## src/rtl/relm_custom_arbiter_if.sv

```systemverilog
// Requester-side and custom-unit-side buses of relm_custom_arbiter.
// master = requesters plus custom unit, slave = the arbiter.
interface relm_custom_arbiter_if #(
  parameter int WD   = 32,
  parameter int WOP  = 5,
  parameter int WC   = 0,
  parameter int NREQ = 4
);
  localparam int CW = WC + WD;

  logic [NREQ-1:0]     req_in;
  logic [NREQ*WOP-1:0] op_in;
  logic [NREQ*WD-1:0]  a_in;
  logic [NREQ*WD-1:0]  x_in;
  logic [NREQ*CW-1:0]  cb_in;
  logic [NREQ-1:0]     ack_out;
  logic [WD-1:0]       a_out;
  logic [CW-1:0]       cb_out;
  logic                err_out;
  logic                busy_out;

  logic                cu_start_out;
  logic [WOP-1:0]      cu_op_out;
  logic [WD-1:0]       cu_a_out;
  logic [WD-1:0]       cu_x_out;
  logic [CW-1:0]       cu_cb_out;
  logic                cu_done_in;
  logic [WD-1:0]       cu_a_in;
  logic [CW-1:0]       cu_cb_in;

  modport master (
    output req_in, op_in, a_in, x_in, cb_in,
    output cu_done_in, cu_a_in, cu_cb_in,
    input  ack_out, a_out, cb_out, err_out, busy_out,
    input  cu_start_out, cu_op_out, cu_a_out,
    input  cu_x_out, cu_cb_out
  );

  modport slave (
    input  req_in, op_in, a_in, x_in, cb_in,
    input  cu_done_in, cu_a_in, cu_cb_in,
    output ack_out, a_out, cb_out, err_out, busy_out,
    output cu_start_out, cu_op_out, cu_a_out,
    output cu_x_out, cu_cb_out
  );
endinterface

```

## src/rtl/relm_custom_arbiter.sv

```systemverilog
// Round-robin sharing of one multi-cycle relm_custom unit among NREQ requesters.
// Optional WAIT timeout enabled by defining RELM_CUSTOM_TIMEOUT_EN.
module relm_custom_arbiter #(
  parameter int WD      = 32,
  parameter int WOP     = 5,
  parameter int WC      = 0,
  parameter int NREQ    = 4,
  parameter int TIMEOUT = 256
) (
  input logic                 clk,
  input logic                 rst,
  relm_custom_arbiter_if.slave bus
);
  localparam int CW = WC + WD;
  localparam int GW = $clog2(NREQ);

  localparam logic [1:0] S_IDLE  = 2'd0;
  localparam logic [1:0] S_ISSUE = 2'd1;
  localparam logic [1:0] S_WAIT  = 2'd2;
  localparam logic [1:0] S_RESP  = 2'd3;

  logic [1:0]     state_q, state_d;
  logic [GW-1:0]  rr_q, rr_d;
  logic [GW-1:0]  g_q, g_d;
  logic [WOP-1:0] op_q, op_d;
  logic [WD-1:0]  a_q, a_d;
  logic [WD-1:0]  x_q, x_d;
  logic [CW-1:0]  cb_q, cb_d;
  logic [WD-1:0]  ra_q, ra_d;
  logic [CW-1:0]  rcb_q, rcb_d;
  logic           err_q, err_d;

  logic           gnt_vld;
  logic [GW-1:0]  gnt_idx;
  logic           tmo;

  // Scan downwards so the lowest offset from rr_q wins.
  always_comb begin
    int idx;
    idx     = 0;
    gnt_vld = 1'b0;
    gnt_idx = '0;
    for (int k = NREQ - 1; k >= 0; k--) begin
      idx = int'(rr_q) + k;
      if (idx >= NREQ) idx = idx - NREQ;
      if (bus.req_in[idx]) begin
        gnt_vld = 1'b1;
        gnt_idx = GW'(idx);
      end
    end
  end

`ifdef RELM_CUSTOM_TIMEOUT_EN
  localparam int TW = $clog2(TIMEOUT);

  logic [TW-1:0] cnt_q;

  assign tmo = (cnt_q == TW'(TIMEOUT - 1));

  always_ff @(posedge clk) begin
    if (rst) begin
      cnt_q <= '0;
    end else if (state_q != S_WAIT) begin
      cnt_q <= '0;
    end else begin
      cnt_q <= cnt_q + 1'b1;
    end
  end
`else
  logic unused_tmo;

  assign tmo        = 1'b0;
  assign unused_tmo = (TIMEOUT != 0);
`endif

  always_comb begin
    state_d = state_q;
    rr_d    = rr_q;
    g_d     = g_q;
    op_d    = op_q;
    a_d     = a_q;
    x_d     = x_q;
    cb_d    = cb_q;
    ra_d    = ra_q;
    rcb_d   = rcb_q;
    err_d   = err_q;
    unique case (state_q)
      S_IDLE: begin
        if (gnt_vld) begin
          state_d = S_ISSUE;
          g_d     = gnt_idx;
          op_d    = bus.op_in[gnt_idx*WOP +: WOP];
          a_d     = bus.a_in[gnt_idx*WD +: WD];
          x_d     = bus.x_in[gnt_idx*WD +: WD];
          cb_d    = bus.cb_in[gnt_idx*CW +: CW];
        end
      end
      S_ISSUE: begin
        state_d = S_WAIT;
      end
      S_WAIT: begin
        // done beats a coincident timeout
        if (bus.cu_done_in) begin
          state_d = S_RESP;
          ra_d    = bus.cu_a_in;
          rcb_d   = bus.cu_cb_in;
          err_d   = 1'b0;
        end else if (tmo) begin
          state_d = S_RESP;
          ra_d    = '1;
          rcb_d   = '0;
          err_d   = 1'b1;
        end
      end
      S_RESP: begin
        state_d = S_IDLE;
        rr_d    = (g_q == GW'(NREQ - 1)) ? '0 : g_q + 1'b1;
      end
      default: begin
        state_d = S_IDLE;
      end
    endcase
  end

  always_ff @(posedge clk) begin
    if (rst) begin
      state_q <= S_IDLE;
      rr_q    <= '0;
      g_q     <= '0;
      op_q    <= '0;
      a_q     <= '0;
      x_q     <= '0;
      cb_q    <= '0;
      ra_q    <= '0;
      rcb_q   <= '0;
      err_q   <= 1'b0;
    end else begin
      state_q <= state_d;
      rr_q    <= rr_d;
      g_q     <= g_d;
      op_q    <= op_d;
      a_q     <= a_d;
      x_q     <= x_d;
      cb_q    <= cb_d;
      ra_q    <= ra_d;
      rcb_q   <= rcb_d;
      err_q   <= err_d;
    end
  end

  logic resp;
  assign resp = (state_q == S_RESP);

  assign bus.ack_out      = resp ? (NREQ'(1) << g_q) : '0;
  assign bus.a_out        = resp ? ra_q : '0;
  assign bus.cb_out       = resp ? rcb_q : '0;
  assign bus.err_out      = resp & err_q;
  assign bus.busy_out     = (state_q != S_IDLE);
  assign bus.cu_start_out = (state_q == S_ISSUE);
  assign bus.cu_op_out    = op_q;
  assign bus.cu_a_out     = a_q;
  assign bus.cu_x_out     = x_q;
  assign bus.cu_cb_out    = cb_q;
endmodule

```

## src/flat_wrapper.sv

```systemverilog
// flat-port wrapper written by rule: the top's interface ports become plain ports
module relm_custom_arbiter_flat 
#(
  parameter int WD      = 32,
  parameter int WOP     = 5,
  parameter int WC      = 0,
  parameter int NREQ    = 4,
  parameter int TIMEOUT = 256
)
  (clk, rst, bus_req_in, bus_op_in, bus_a_in, bus_x_in, bus_cb_in, bus_cu_done_in, bus_cu_a_in, bus_cu_cb_in, bus_ack_out, bus_a_out, bus_cb_out, bus_err_out, bus_busy_out, bus_cu_start_out, bus_cu_op_out, bus_cu_a_out, bus_cu_x_out, bus_cu_cb_out);
  relm_custom_arbiter_if #(.WD(WD), .WOP(WOP), .WC(WC), .NREQ(NREQ)) bus_i ();
  input logic clk;
  input logic rst;
  input wire logic [$bits(bus_i.req_in)-1:0] bus_req_in;
  input wire logic [$bits(bus_i.op_in)-1:0] bus_op_in;
  input wire logic [$bits(bus_i.a_in)-1:0] bus_a_in;
  input wire logic [$bits(bus_i.x_in)-1:0] bus_x_in;
  input wire logic [$bits(bus_i.cb_in)-1:0] bus_cb_in;
  input wire logic [$bits(bus_i.cu_done_in)-1:0] bus_cu_done_in;
  input wire logic [$bits(bus_i.cu_a_in)-1:0] bus_cu_a_in;
  input wire logic [$bits(bus_i.cu_cb_in)-1:0] bus_cu_cb_in;
  output wire logic [$bits(bus_i.ack_out)-1:0] bus_ack_out;
  output wire logic [$bits(bus_i.a_out)-1:0] bus_a_out;
  output wire logic [$bits(bus_i.cb_out)-1:0] bus_cb_out;
  output wire logic [$bits(bus_i.err_out)-1:0] bus_err_out;
  output wire logic [$bits(bus_i.busy_out)-1:0] bus_busy_out;
  output wire logic [$bits(bus_i.cu_start_out)-1:0] bus_cu_start_out;
  output wire logic [$bits(bus_i.cu_op_out)-1:0] bus_cu_op_out;
  output wire logic [$bits(bus_i.cu_a_out)-1:0] bus_cu_a_out;
  output wire logic [$bits(bus_i.cu_x_out)-1:0] bus_cu_x_out;
  output wire logic [$bits(bus_i.cu_cb_out)-1:0] bus_cu_cb_out;
  assign bus_i.req_in = bus_req_in;
  assign bus_i.op_in = bus_op_in;
  assign bus_i.a_in = bus_a_in;
  assign bus_i.x_in = bus_x_in;
  assign bus_i.cb_in = bus_cb_in;
  assign bus_i.cu_done_in = bus_cu_done_in;
  assign bus_i.cu_a_in = bus_cu_a_in;
  assign bus_i.cu_cb_in = bus_cu_cb_in;
  assign bus_ack_out = bus_i.ack_out;
  assign bus_a_out = bus_i.a_out;
  assign bus_cb_out = bus_i.cb_out;
  assign bus_err_out = bus_i.err_out;
  assign bus_busy_out = bus_i.busy_out;
  assign bus_cu_start_out = bus_i.cu_start_out;
  assign bus_cu_op_out = bus_i.cu_op_out;
  assign bus_cu_a_out = bus_i.cu_a_out;
  assign bus_cu_x_out = bus_i.cu_x_out;
  assign bus_cu_cb_out = bus_i.cu_cb_out;
  relm_custom_arbiter #(.WD(WD), .WOP(WOP), .WC(WC), .NREQ(NREQ), .TIMEOUT(TIMEOUT)) u_core (.clk(clk), .rst(rst), .bus(bus_i));
endmodule
```

## config.mk

```make
export PLATFORM = sky130hd
export DESIGN_NAME = relm_custom_arbiter_flat
export DESIGN_NICKNAME = d
export VERILOG_FILES = /design/src/rtl/relm_custom_arbiter_if.sv /design/src/rtl/relm_custom_arbiter.sv /design/src/flat_wrapper.sv
export SDC_FILE = /design/constraint.sdc
export NUM_CORES = 1
export LEC_CHECK = 0
export BUFFER_PORTS_ARGS = -buffer_cell sky130_fd_sc_hd__buf_2
export CELL_PAD_IN_SITES_DETAIL_PLACEMENT = 0
export CELL_PAD_IN_SITES_GLOBAL_PLACEMENT = 1
export CORE_AREA = 3 3 248 250
export CTS_BUF_LIST = sky130_fd_sc_hd__clkbuf_2
export DETAILED_ROUTE_END_ITERATION = 8
export DIE_AREA = 0 0 251 253
export GPL_ROUTABILITY_DRIVEN = 0
export PLACE_DENSITY_LB_ADDON = 0.3
export REMOVE_ABC_BUFFERS = 1
export SYNTH_ARGS = -nofsm -noshare
export SYNTH_HDL_FRONTEND = slang
export SYNTH_SLANG_ARGS = --single-unit
```

## constraint.sdc

```tcl
create_clock -name clk -period 2.2 [get_ports clk]
set_input_delay 0.22 -clock clk [delete_from_list [all_inputs] [get_ports clk]]
set_output_delay 0.22 -clock clk [all_outputs]
set_load 0.05 [all_outputs]
```

==> results_dict.tcl, run 1 <==
set metrics [dict create \
    cts_resized 160 \
    synth_top_family_by_area "compound AO/OA/AOI/OAI gates" \
    clk_path_buf_depth 2 \
    pin_count 647 \
    synth-simple-area-share 0.199 \
    status "stopped before the end" \
    synth_top_area_cell "dfxtp_1" \
    synth_top_area_share 0.360 \
    synth-xor-area-share 0 \
    yosys.cell_types.count 40 \
    yosys_warnings 0 \
    dp_hpwl_mm 37.3 \
    htreeDepth 4 \
    async_reset_ff_frac 0 \
    syn_area_sq_um 9510 \
    synth_edf_count 0 \
    synth_common_cells "nand2_1, dfxtp_1, nand3_1, o21ai_0, a21oi_1" \
    muxShareOfSynthArea 0.111 \
    fp-row-count 89 \
    synth_area_leaders "dfxtp_1, mux2i_1, nand2_1, a21o_1, o211ai_1" \
    post-cts-setup-buffers 4 \
    syn_avg_cell_area_sq_um 7.97 \
    numCtsBuffers 17 \
    syn-instance-count 1192 \
    synth_most_common_cell "nand2_1" \
    synth-compound-area-share 0.260 \
    synthFlopType "dfxtp_1" \
    dp.cells 2540 \
    failed_stage "clock tree synthesis" \
    portBuffers 645 \
    cts.sinks 171 \
    die_h_um 253 \
    cts_root_buf "clkbuf_2" \
    synth_seq_cells 171 \
    die_width_um 251 \
    stop_error "[ERROR RSZ-0060] Max buffer count reached." \
    start_util 0.160 \
    synthAdderAreaFrac 0.0118 \
    ys_seq_area_frac 0.360 \
    cts_hold_buf 517 \
]
[per-stage QoR]
step           utilization  setup slack (ns)  hold slack, ns  TNS [ns]  area [sq um]
2_1_floorplan            -             -3.73           0.289   -319.87          8980
3_3_place_gp         0.233          -0.00818           0.438  -0.00818         13800
3_5_place_dp         0.233           0.00506           0.442         0         13800
[cells by family after synthesis]
logic type / Yosys count
flip-flops: 171
buffers and inverters: 119
AO/OA/AOI/OAI: 382
adder cells (fa/ha/maj): 9
other: 1
multiplexers: 103
AND/OR/NAND/NOR: 407
==> run 2: changes to the inputs <==
Settings changed: CELL_PAD_IN_SITES_DETAIL_PLACEMENT 0 to default, CELL_PAD_IN_SITES_GLOBAL_PLACEMENT 1 to default, CORE_AREA 3 3 248 250 to 3 3 252 254, CTS_BUF_LIST sky130_fd_sc_hd__clkbuf_2 to default, DIE_AREA 0 0 251 253 to 0 0 255 257, PLACE_DENSITY_LB_ADDON 0.3 to 0.15.
==> run 2 against run 1 <==
- the flow now finishes without violations
- synthesized area did not move
- synthesized cell count did not move
==> results_dict.tcl, run 2 <==
set metrics [dict create \
    drcViolationCount 0 \
    die_width_um 255 \
    cp.arrival_ns 2.52 \
    coreArea_sq_um 61500 \
    setup_slack_ns 0.0532 \
    start_util 0.155 \
    slew_headroom 0.530 \
    critical-path-top-delay-family "simple AND/OR/NAND/NOR gates" \
    fp-row-count 91 \
    clkLatencyLatePin_ns 0.48 \
    dp.cells 2571 \
    wl_per_cell_um 19.9 \
    period_needed_ns 2.15 \
    globalRouteTotalUtil 0.155 \
    synth_edf_count 0 \
    numCtsBuffers 17 \
    clk_pin_slew_ns 0.08 \
    htreeDepth 4 \
    cts.sinks 171 \
    clk_path_buf_depth 2 \
    syn-instance-count 1192 \
    cp_cell_sequence "and2b_1 -> buf_4 -> or4_4 -> nand2_8 -> mux2_1 -> a221o_1" \
    cp_slowest_cell "or4_4" \
    status "finished clean" \
    synth_top_area_cell "dfxtp_1" \
    grt-ovfl-total 0 \
    portBuffers 645 \
    async_reset_ff_frac 0 \
    grt_pass1_vias 12000 \
    drv_slew 0 \
    dp_hpwl_mm 39.2 \
    crit_fanout 10 \
    cp-start-kind "flip-flop" \
    place_ws_ns -0.475 \
    synth_area_leaders "dfxtp_1, mux2i_1, nand2_1, a21o_1, o211ai_1" \
    cts_tree "done" \
    clock_skew_ns 0.00852 \
    cts_root_buf "clkbuf_16" \
    dr_total_vias 11700 \
    worst_pin_slew_ns 0.705 \
    crit_buf_inv 1 \
    grt_pass1_wl_mm 76.4 \
    max-vdd-ir-drop_uv 577 \
    pin_count 647 \
    final_cell_mix "buf_2, nand2_1, dfxtp_1, nand3_1, o21ai_0" \
    timing.fmax_mhz 466 \
    drt-initial-drc-count 508 \
    hold_viol_final 0 \
    synth_most_common_cell "nand2_1" \
    rsz0062_at_grt "true" \
    fin_crit_sh 0.976 \
    first_pass_iters 5 \
    nets 2384 \
    final_common_cell "buf_2" \
    synthFlopType "dfxtp_1" \
    finalSetupViolations 0 \
    synth_common_cells "nand2_1, dfxtp_1, nand3_1, o21ai_0, a21oi_1" \
    dieArea_sq_um 65500 \
    r2r_slack_ns 0.05 \
    setup_tns_ns 0 \
    yosys_warnings 0 \
    detail-route-antenna-nets 0 \
    max-cap-violations 0 \
    synth_top_area_share 0.360 \
    synth_seq_cells 171 \
    stdcell_count 2706 \
    yosys.cell_types.count 40 \
    max_stage_delay_ns 0.52 \
    power_density_nw_per_um2 934 \
    end_kind "flip-flop" \
    grt_max_degree 84 \
    antenna_found_initial 16 \
    die_h_um 257 \
    viasPerCell 4.32 \
    p_leak_nw 6.93 \
    hold_path.class "input port to flip-flop" \
    syn_area_sq_um 9510 \
    ys_seq_area_frac 0.360 \
    syn2layout_area_growth_pct 65.8 \
    setup.worst_path.class "flip-flop to flip-flop" \
    routed_wirelength_mm 53.7 \
    required_ns 2.57 \
    syn_avg_cell_area_sq_um 7.97 \
    drive_above_1_share 0.406 \
]
[run 2: what timing repair did]
action                                  CTS  global route
gates cloned                              4             0
pin swaps                                 3             2
hold buffers                             89             0
buffers inserted                          7             0
hold endpoints to repair                 83             0
endpoints found under the setup margin  164            60
gates resized for setup                  46            18
[run 2: cell type report]
cell class / instances / area (sq um)
flip-flops and latches: 171 / 3420
inverters: 6 / 22.5
multi-input cells: 904 / 5680
fillers: 6795 / 45700
clock buffers: 17 / 425
repair buffers: 800 / 5010
clock inverters: 15 / 198
diodes: 3 / 7.51
well taps: 790 / 988
[run 2: metrics by stage]
stage                     cell area [sq um]  hold WS, ns  utilization  power, mW
after floorplan                        8980        0.289            -       8.63
after global placement                13900        0.437        0.226       11.2
after detailed placement              13900        0.442        0.226       11.2
after CTS                             15700     0.000101        0.255       15.0
after global routing                  15800       0.0216        0.256       15.5
final                                 15800       0.0508        0.256       14.7
[run 2: kinds of logic (layout without fill, tap and decap cells)]
family	after synthesis	in the layout	share of synthesized area
other	1	4	0.000395
AO/OA/AOI/OAI	382	382	0.260
AND/OR/NAND/NOR	407	409	0.199
multiplexers	103	103	0.111
buffers and inverters	119	838	0.0575
flip-flops	171	171	0.360
adder cells (fa/ha/maj)	9	9	0.0118
[run 2: path summary, 6_finish.rpt]
kind              startpoint                  endpoint  depth (start not counted)
min              bus_x_in[4]    u_core.bus.cu_x_out[4]                          3
max reg2reg   u_core.rr_q[0]  u_core.bus.cu_cb_out[20]                          6
max           u_core.rr_q[0]  u_core.bus.cu_cb_out[20]                          6
min reg2reg  u_core.rcb_q[8]           u_core.rcb_q[8]                          2
[run 2: routing by layer]
layer / GRT usage / vias up / wire (um)
li1: - / 5638 / -
met1: 0.180 / 5520 / 21600
met2: 0.270 / 457 / 26600
met3: 0.0475 / 76 / 4140
met4: 0.0537 / 10 / 1350
met5: 0 / - / 66
[run 2: power breakdown]
part	switching, mW	total (mW)	internal, mW
clock	1.62	3.36	1.74
sequential	0.394	4.27	3.88
combinational	4.90	7.08	2.18
[run 2: worst register-to-register path: cells and delay by family (launching register included)]
kind            cells  cell delay [ns]
flops               1             0.32
buf+inv             1             0.16
simple gates        3             0.89
mux                 1             0.36
compound gates      1             0.32
Power figures use the tool's default switching activity.
